===== src/rtl/in_port_if.sv =====
// Link bundle between an upstream output port / switch allocator and the router input port.
// master drives flits and read selects; slave returns credits, dequeued flits and status.
`ifndef FLIT_SIZE
`define FLIT_SIZE 8
`endif

interface in_port_if #(
    parameter int VC_SIZE = 4
);
    logic [1:`FLIT_SIZE]  flit_in;
    logic                 flit_valid;
    logic [0:VC_SIZE-1]   credit;
    logic [0:VC_SIZE-1]   rd_vc;
    logic [1:`FLIT_SIZE]  flit_out;
    logic                 flit_out_valid;
    logic [0:VC_SIZE-1]   vc_not_empty;
    logic [0:VC_SIZE-1]   vc_head_ready;
    logic                 err_overflow;
    logic                 err_frame;

    modport master (
        output flit_in, flit_valid, rd_vc,
        input  credit, flit_out, flit_out_valid, vc_not_empty, vc_head_ready,
               err_overflow, err_frame
    );

    modport slave (
        input  flit_in, flit_valid, rd_vc,
        output credit, flit_out, flit_out_valid, vc_not_empty, vc_head_ready,
               err_overflow, err_frame
    );
endinterface


===== src/rtl/in_port.sv =====
// Router input port: per-VC circular flit buffers fed by a credit-based link,
// one credit returned per dequeued flit, and per-VC packet framing checks.
`ifndef FLIT_SIZE
`define FLIT_SIZE 8
`endif

module in_port #(
    parameter int VC_SIZE   = 4,
    parameter int BUF_DEPTH = 4,
    parameter int VC_BITS   = 2
) (
    input logic         clk,
    input logic         rst,
    in_port_if.slave    link
);
    localparam int PTR_W = $clog2(BUF_DEPTH);
    localparam int CNT_W = PTR_W + 1;

    typedef enum logic {IDLE, ACTIVE} frame_t;

    logic [1:`FLIT_SIZE]  mem [VC_SIZE][BUF_DEPTH];
    logic [PTR_W-1:0]     wr_ptr [VC_SIZE];
    logic [PTR_W-1:0]     rd_ptr [VC_SIZE];
    logic [CNT_W-1:0]     cnt    [VC_SIZE];
    frame_t               state  [VC_SIZE];

    logic [0:VC_SIZE-1]   credit_p1;
    logic [1:`FLIT_SIZE]  flit_out_p1;
    logic                 vld_p1;
    logic                 err_overflow_p1;
    logic                 err_frame_p1;

    logic [VC_BITS-1:0]   wr_vc;
    logic [1:2]           wr_type;
    logic                 wr_vc_ok;
    logic                 wr_go;
    logic [VC_BITS-1:0]   rd_sel;
    logic                 rd_go;

    function automatic logic [VC_BITS-1:0] lowest_set(input logic [0:VC_SIZE-1] sel);
        logic [VC_BITS-1:0] idx;
        idx = '0;
        for (int i = VC_SIZE - 1; i >= 0; i--) begin
            if (sel[i]) idx = VC_BITS'(i);
        end
        return idx;
    endfunction

    // Write/read decode; a write into a full VC is only accepted when that VC is being read.
    always_comb begin
        wr_vc    = link.flit_in[3:2+VC_BITS];
        wr_type  = link.flit_in[1:2];
        wr_vc_ok = (int'(wr_vc) < VC_SIZE);
        rd_sel   = lowest_set(link.rd_vc);
        rd_go    = (|link.rd_vc) && (cnt[rd_sel] != '0);
        wr_go    = link.flit_valid && wr_vc_ok &&
                   ((cnt[wr_vc] != CNT_W'(BUF_DEPTH)) || (rd_go && (rd_sel == wr_vc)));
    end

    always_ff @(posedge clk) begin
        if (wr_go) mem[wr_vc][wr_ptr[wr_vc]] <= link.flit_in;
    end

    // Stage p1: pointers, counts, framing state and registered outputs.
    always_ff @(posedge clk) begin
        if (rst) begin
            for (int v = 0; v < VC_SIZE; v++) begin
                wr_ptr[v] <= '0;
                rd_ptr[v] <= '0;
                cnt[v]    <= '0;
                state[v]  <= IDLE;
            end
            credit_p1       <= '0;
            flit_out_p1     <= '0;
            vld_p1          <= 1'b0;
            err_overflow_p1 <= 1'b0;
            err_frame_p1    <= 1'b0;
        end else begin
            credit_p1 <= '0;
            vld_p1    <= rd_go;
            if (rd_go) begin
                flit_out_p1       <= mem[rd_sel][rd_ptr[rd_sel]];
                credit_p1[rd_sel] <= 1'b1;
                rd_ptr[rd_sel]    <= rd_ptr[rd_sel] + 1'b1;
            end
            if (wr_go) wr_ptr[wr_vc] <= wr_ptr[wr_vc] + 1'b1;

            for (int v = 0; v < VC_SIZE; v++) begin
                case ({wr_go && (wr_vc == VC_BITS'(v)), rd_go && (rd_sel == VC_BITS'(v))})
                    2'b10:   cnt[v] <= cnt[v] + 1'b1;
                    2'b01:   cnt[v] <= cnt[v] - 1'b1;
                    default: cnt[v] <= cnt[v];
                endcase
            end

            if (link.flit_valid && wr_vc_ok && !wr_go) err_overflow_p1 <= 1'b1;

            // Framing tracks every arriving flit, including ones dropped for lack of space.
            if (link.flit_valid && wr_vc_ok) begin
                case (state[wr_vc])
                    IDLE: begin
                        if (wr_type == 2'b01) state[wr_vc] <= ACTIVE;
                        else if (wr_type != 2'b11) err_frame_p1 <= 1'b1;
                    end
                    ACTIVE: begin
                        if (wr_type == 2'b10) state[wr_vc] <= IDLE;
                        else if (wr_type[2]) err_frame_p1 <= 1'b1;
                    end
                    default: state[wr_vc] <= IDLE;
                endcase
            end
        end
    end

    // Status is decoded from registered buffer state; type bit 2 set means head or head+tail.
    always_comb begin
        for (int v = 0; v < VC_SIZE; v++) begin
            link.vc_not_empty[v]  = (cnt[v] != '0);
            link.vc_head_ready[v] = (cnt[v] != '0) && mem[v][rd_ptr[v]][2];
        end
    end

    assign link.credit         = credit_p1;
    assign link.flit_out       = flit_out_p1;
    assign link.flit_out_valid = vld_p1;
    assign link.err_overflow   = err_overflow_p1;
    assign link.err_frame      = err_frame_p1;

endmodule

===== src/flat_wrapper.sv =====
// flat-port wrapper written by rule: the top's interface ports become plain ports
module in_port_flat 
#(
    parameter int VC_SIZE   = 4,
    parameter int BUF_DEPTH = 4,
    parameter int VC_BITS   = 2
)
  (clk, rst, link_flit_in, link_flit_valid, link_rd_vc, link_credit, link_flit_out, link_flit_out_valid, link_vc_not_empty, link_vc_head_ready, link_err_overflow, link_err_frame);
  in_port_if #(.VC_SIZE(VC_SIZE)) link_i ();
  input logic clk;
  input logic rst;
  input wire logic [$bits(link_i.flit_in)-1:0] link_flit_in;
  input wire logic [$bits(link_i.flit_valid)-1:0] link_flit_valid;
  input wire logic [$bits(link_i.rd_vc)-1:0] link_rd_vc;
  output wire logic [$bits(link_i.credit)-1:0] link_credit;
  output wire logic [$bits(link_i.flit_out)-1:0] link_flit_out;
  output wire logic [$bits(link_i.flit_out_valid)-1:0] link_flit_out_valid;
  output wire logic [$bits(link_i.vc_not_empty)-1:0] link_vc_not_empty;
  output wire logic [$bits(link_i.vc_head_ready)-1:0] link_vc_head_ready;
  output wire logic [$bits(link_i.err_overflow)-1:0] link_err_overflow;
  output wire logic [$bits(link_i.err_frame)-1:0] link_err_frame;
  assign link_i.flit_in = link_flit_in;
  assign link_i.flit_valid = link_flit_valid;
  assign link_i.rd_vc = link_rd_vc;
  assign link_credit = link_i.credit;
  assign link_flit_out = link_i.flit_out;
  assign link_flit_out_valid = link_i.flit_out_valid;
  assign link_vc_not_empty = link_i.vc_not_empty;
  assign link_vc_head_ready = link_i.vc_head_ready;
  assign link_err_overflow = link_i.err_overflow;
  assign link_err_frame = link_i.err_frame;
  in_port #(.VC_SIZE(VC_SIZE), .BUF_DEPTH(BUF_DEPTH), .VC_BITS(VC_BITS)) u_core (.clk(clk), .rst(rst), .link(link_i));
endmodule

===== config.mk =====
export PLATFORM = sky130hd
export DESIGN_NAME = in_port_flat
export DESIGN_NICKNAME = d
export VERILOG_FILES = /design/src/rtl/in_port_if.sv /design/src/rtl/in_port.sv /design/src/flat_wrapper.sv
export SDC_FILE = /design/constraint.sdc
export NUM_CORES = 1
export LEC_CHECK = 0
export ABC_AREA = 1
export BUFFER_PORTS_ARGS = -buffer_cell sky130_fd_sc_hd__buf_2
export CAP_MARGIN = 10
export CORE_UTILIZATION = 55
export CTS_BUF_LIST = sky130_fd_sc_hd__clkbuf_4
export DETAILED_ROUTE_END_ITERATION = 10
export MAX_ROUTING_LAYER = met4
export PLACE_DENSITY = 0.69
export SKIP_CTS_REPAIR_TIMING = 1
export SYNTH_ARGS = -nofsm -noshare
export SYNTH_HDL_FRONTEND = slang
export SYNTH_SLANG_ARGS = --single-unit

===== constraint.sdc =====
create_clock -name clk -period 6.03 [get_ports clk]
set_clock_uncertainty 0.05 [all_clocks]
set_input_delay 1.5075 -clock clk [delete_from_list [all_inputs] [get_ports clk]]
set_output_delay 1.5075 -clock clk [all_outputs]
set_load 0.02 [all_outputs]

==> impl_metrics.ini <==
[place]
io_buffers = 37
gp_congestion = 0.897
place_inst = 997
dp_hpwl_um = 13400
dp_slack_ps = 936
place_area_um2 = 8420

[setup_path]
reg2reg_slack_ps = 2810
end_kind = register
crit_family = simple AND/OR/NAND/NOR gates
crit_cells = 18
cp_slowest_cell = a21oi_2
cp_max_fo = 33
worstSetupStartpointType = primary input
worstReg2RegStart = u_core.cnt[3][0]
max_stage_delay_ps = 670
r2r-end = u_core.cnt[2][2]
path_cells = buf_2, inv_2, nand2_2, a21oi_2, nand3_1, nand3_1, nand2_1, nand3_1, nand2_4, nand3_4, ha_1, inv_1, nor2_1, inv_1, fa_1, xnor2_1, nor2_1, a211oi_1
worst_ep_arrival_time_ps = 4870
rr_worst_depth = 13
cp_common_cell = nand3_1
required_ps = 6380
cp.buffers_inverters = 4
critPathKind = in -> reg

[synth]
ys_types = 42
synthArstFlopShare_pct = 0
avgSynthCellArea_um2 = 10.1
synth-edff-count = 160
yosysSeqAreaShare_pct = 62.8
synth-seq-cells = 175
netlist_area_um2 = 8120
syn_nets = 835
synth_flop_cell = edfxtp_1
netlist_instances = 802
yosys_warnings = 0

[global_route]
antenna_found_initial = 1
grt_pass1_wl_um = 30400
grt_max_degree = 53
grtUsageTotal_pct = 28.8
grt_pass1_vias = 5372
grt-ovfl-total = 0

[routing]
drt-initial-drc-count = 765
dr.pass1.iters = 5
ant_nets = 0
drc_errors = 0
vias = 5860
drt_wl_total_um = 19700
routedWlPerCell_um = 19.2
vias_per_cell = 5.69

[cells_and_area]
nets = 865
regArea_um2 = 5100
final_common_cell = nand2_1
stdcell_count = 1030
final_cell_mix = nand2_1 (182), edfxtp_1 (160), nor2_1 (102), nand3_1 (100), inv_1 (80)
multiInputGateArea_um2 = 2570
nFillCells = 1194
drive_above_1_share_pct = 11.2
final_cell_area_um2 = 8800
area.growth.synth_to_final_pct = 8.29

[timing]
tightest_slew_ps = 1050
post-route-period-util_pct = 74.9
hold_ws_ps = 425
finalWorstSetupSlack_ps = 1510
fmax_mhz = 221
hold_viol = 0
rsz0062_at_grt = no
period_minus_slack_ps = 4520
slew_viol_final = 0
slew_headroom_pct = 29.7
setup_viol = 0
setup_tns_ps = 0

[job]
max_cap_viol_count = 0

[hold_path]
min_path_type = reg -> reg
hold_depth = 1
hold_end = u_core.link.err_frame
min_from = u_core.link.err_frame

[clocking]
cts_root_buf = clkbuf_4
cts_sinks = 175
cts_buffer_depth = 2
h-tree-depth = 4
cts.clk_slew.worst_paths_ps = 140
clock_latency_ps = 590
cts_inserted_buffers = 17
cts_tree = done

[floorplan]
die-area_um2 = 15300
fp.dieH_um = 124
die_x_um = 124
core_um2 = 14500
pin_count = 38
initial_utilization_pct = 56.1
rows = 44

[outcome]
status = finished, final reports clean

[power_and_ir_drop]
ir_drop_mv = 0.167
power_density_nw_per_um2 = 301
p_leak_nw = 3.60
[worst max-delay path by stage]
stage                     slack [ps]          start               end
after CTS                       1540  link_rd_vc[1]  u_core.cnt[2][2]
after global routing            1290  link_rd_vc[1]  u_core.cnt[2][2]
final                           1510  link_rd_vc[1]  u_core.cnt[2][2]
after detailed placement         940  link_rd_vc[1]  u_core.cnt[2][2]
after global placement          1090  link_rd_vc[1]  u_core.cnt[2][2]
after floorplan                 2080  link_rd_vc[2]  u_core.cnt[2][2]
[metrics by stage]
| stage | total power, mW | util, % |
|---|---|---|
| after detailed placement | 1.85 | 58.1 |
| after global placement | 1.84 | 58.1 |
| final | 2.65 | 60.8 |
| after global routing | 2.75 | 60.8 |
| after CTS | 2.66 | 60.7 |
| after floorplan | 1.72 | - |
[sequential cells by signal, indices dropped and copies added (netlist names)]
register                    count
u_core.state                    4
u_core.link.credit              4
u_core.cnt                     12
u_core.wr_ptr                   8
u_core.rd_ptr                   8
u_core.link.err_frame           1
u_core.link.flit_out_valid      1
u_core.mem                    128
u_core.link.err_overflow        1
u_core.link.flit_out            8
[cells in the mapped netlist, drive strengths merged (3+ instances only)]
master	n	area [um^2]
nand4	5	31.3
ha	15	188
clkbuf	10	37.5
nor2	106	408
buf	18	101
o31ai	3	22.5
o21ai	15	75.1
a21oi	37	200
nand3	105	581
a31oi	4	25.0
fa	3	60.1
a22oi	5	37.5
xnor2	3	26.3
nor3	11	66.3
edfxtp	160	4800
nand2	190	738
inv	83	312
dfxtp	15	300
[report_power, final]
part | internal (mW) | switching [mW]
Sequential | 1.38 | 0.0269
Combinational | 0.117 | 0.299
Clock | 0.419 | 0.405
[cells by family (layout without fill, tap and decap cells)]
group | count (synthesis) | in the layout | synth area share, %
adders and majority gates | 18 | 18 | 3.05
DFF | 175 | 175 | 62.8
other | 0 | 1 | 0
and+or+nand+nor | 421 | 421 | 22.8
xor gates and xnor gates | 5 | 5 | 0.632
AOI/OAI and AO/OA | 71 | 71 | 5.08
buffers and inverters | 112 | 155 | 5.59
[worst reg2reg max path: stages, from the launching register on]
cell      delay [ps]
edfxtp_1         480
nor3_1           390
o22ai_1          130
nor3_1           300
nand2_4          190
nand3_4          140
ha_1             210
inv_1             50
nor2_1           110
inv_1             80
fa_1             430
xnor2_1          200
nor2_1            70
a211oi_1         230
[layout make-up]
| class | instances | area share [%] |
|---|---|---|
| Antenna cell | 1 | 0.0284 |
| Clock buffer | 18 | 1.54 |
| Clock inverter | 14 | 2.72 |
| Inverter | 84 | 3.58 |
| Multi-Input combinational cell | 515 | 29.2 |
| Sequential cell | 175 | 58.0 |
| Tap cell | 184 | 2.62 |
| Timing Repair Buffer | 39 | 2.28 |
[layer usage]
layer,part of all wire (%),vias to the layer above,wire length (um),GRT usage (%)
met5,0,-,0,-
met2,46,269,9150,40.9
met3,8.5,26,1670,5.67
met1,44,2797,8590,41.8
met4,1.6,0,316,9.11
li1,-,2768,-,-
(Power assumes the default switching activity.)
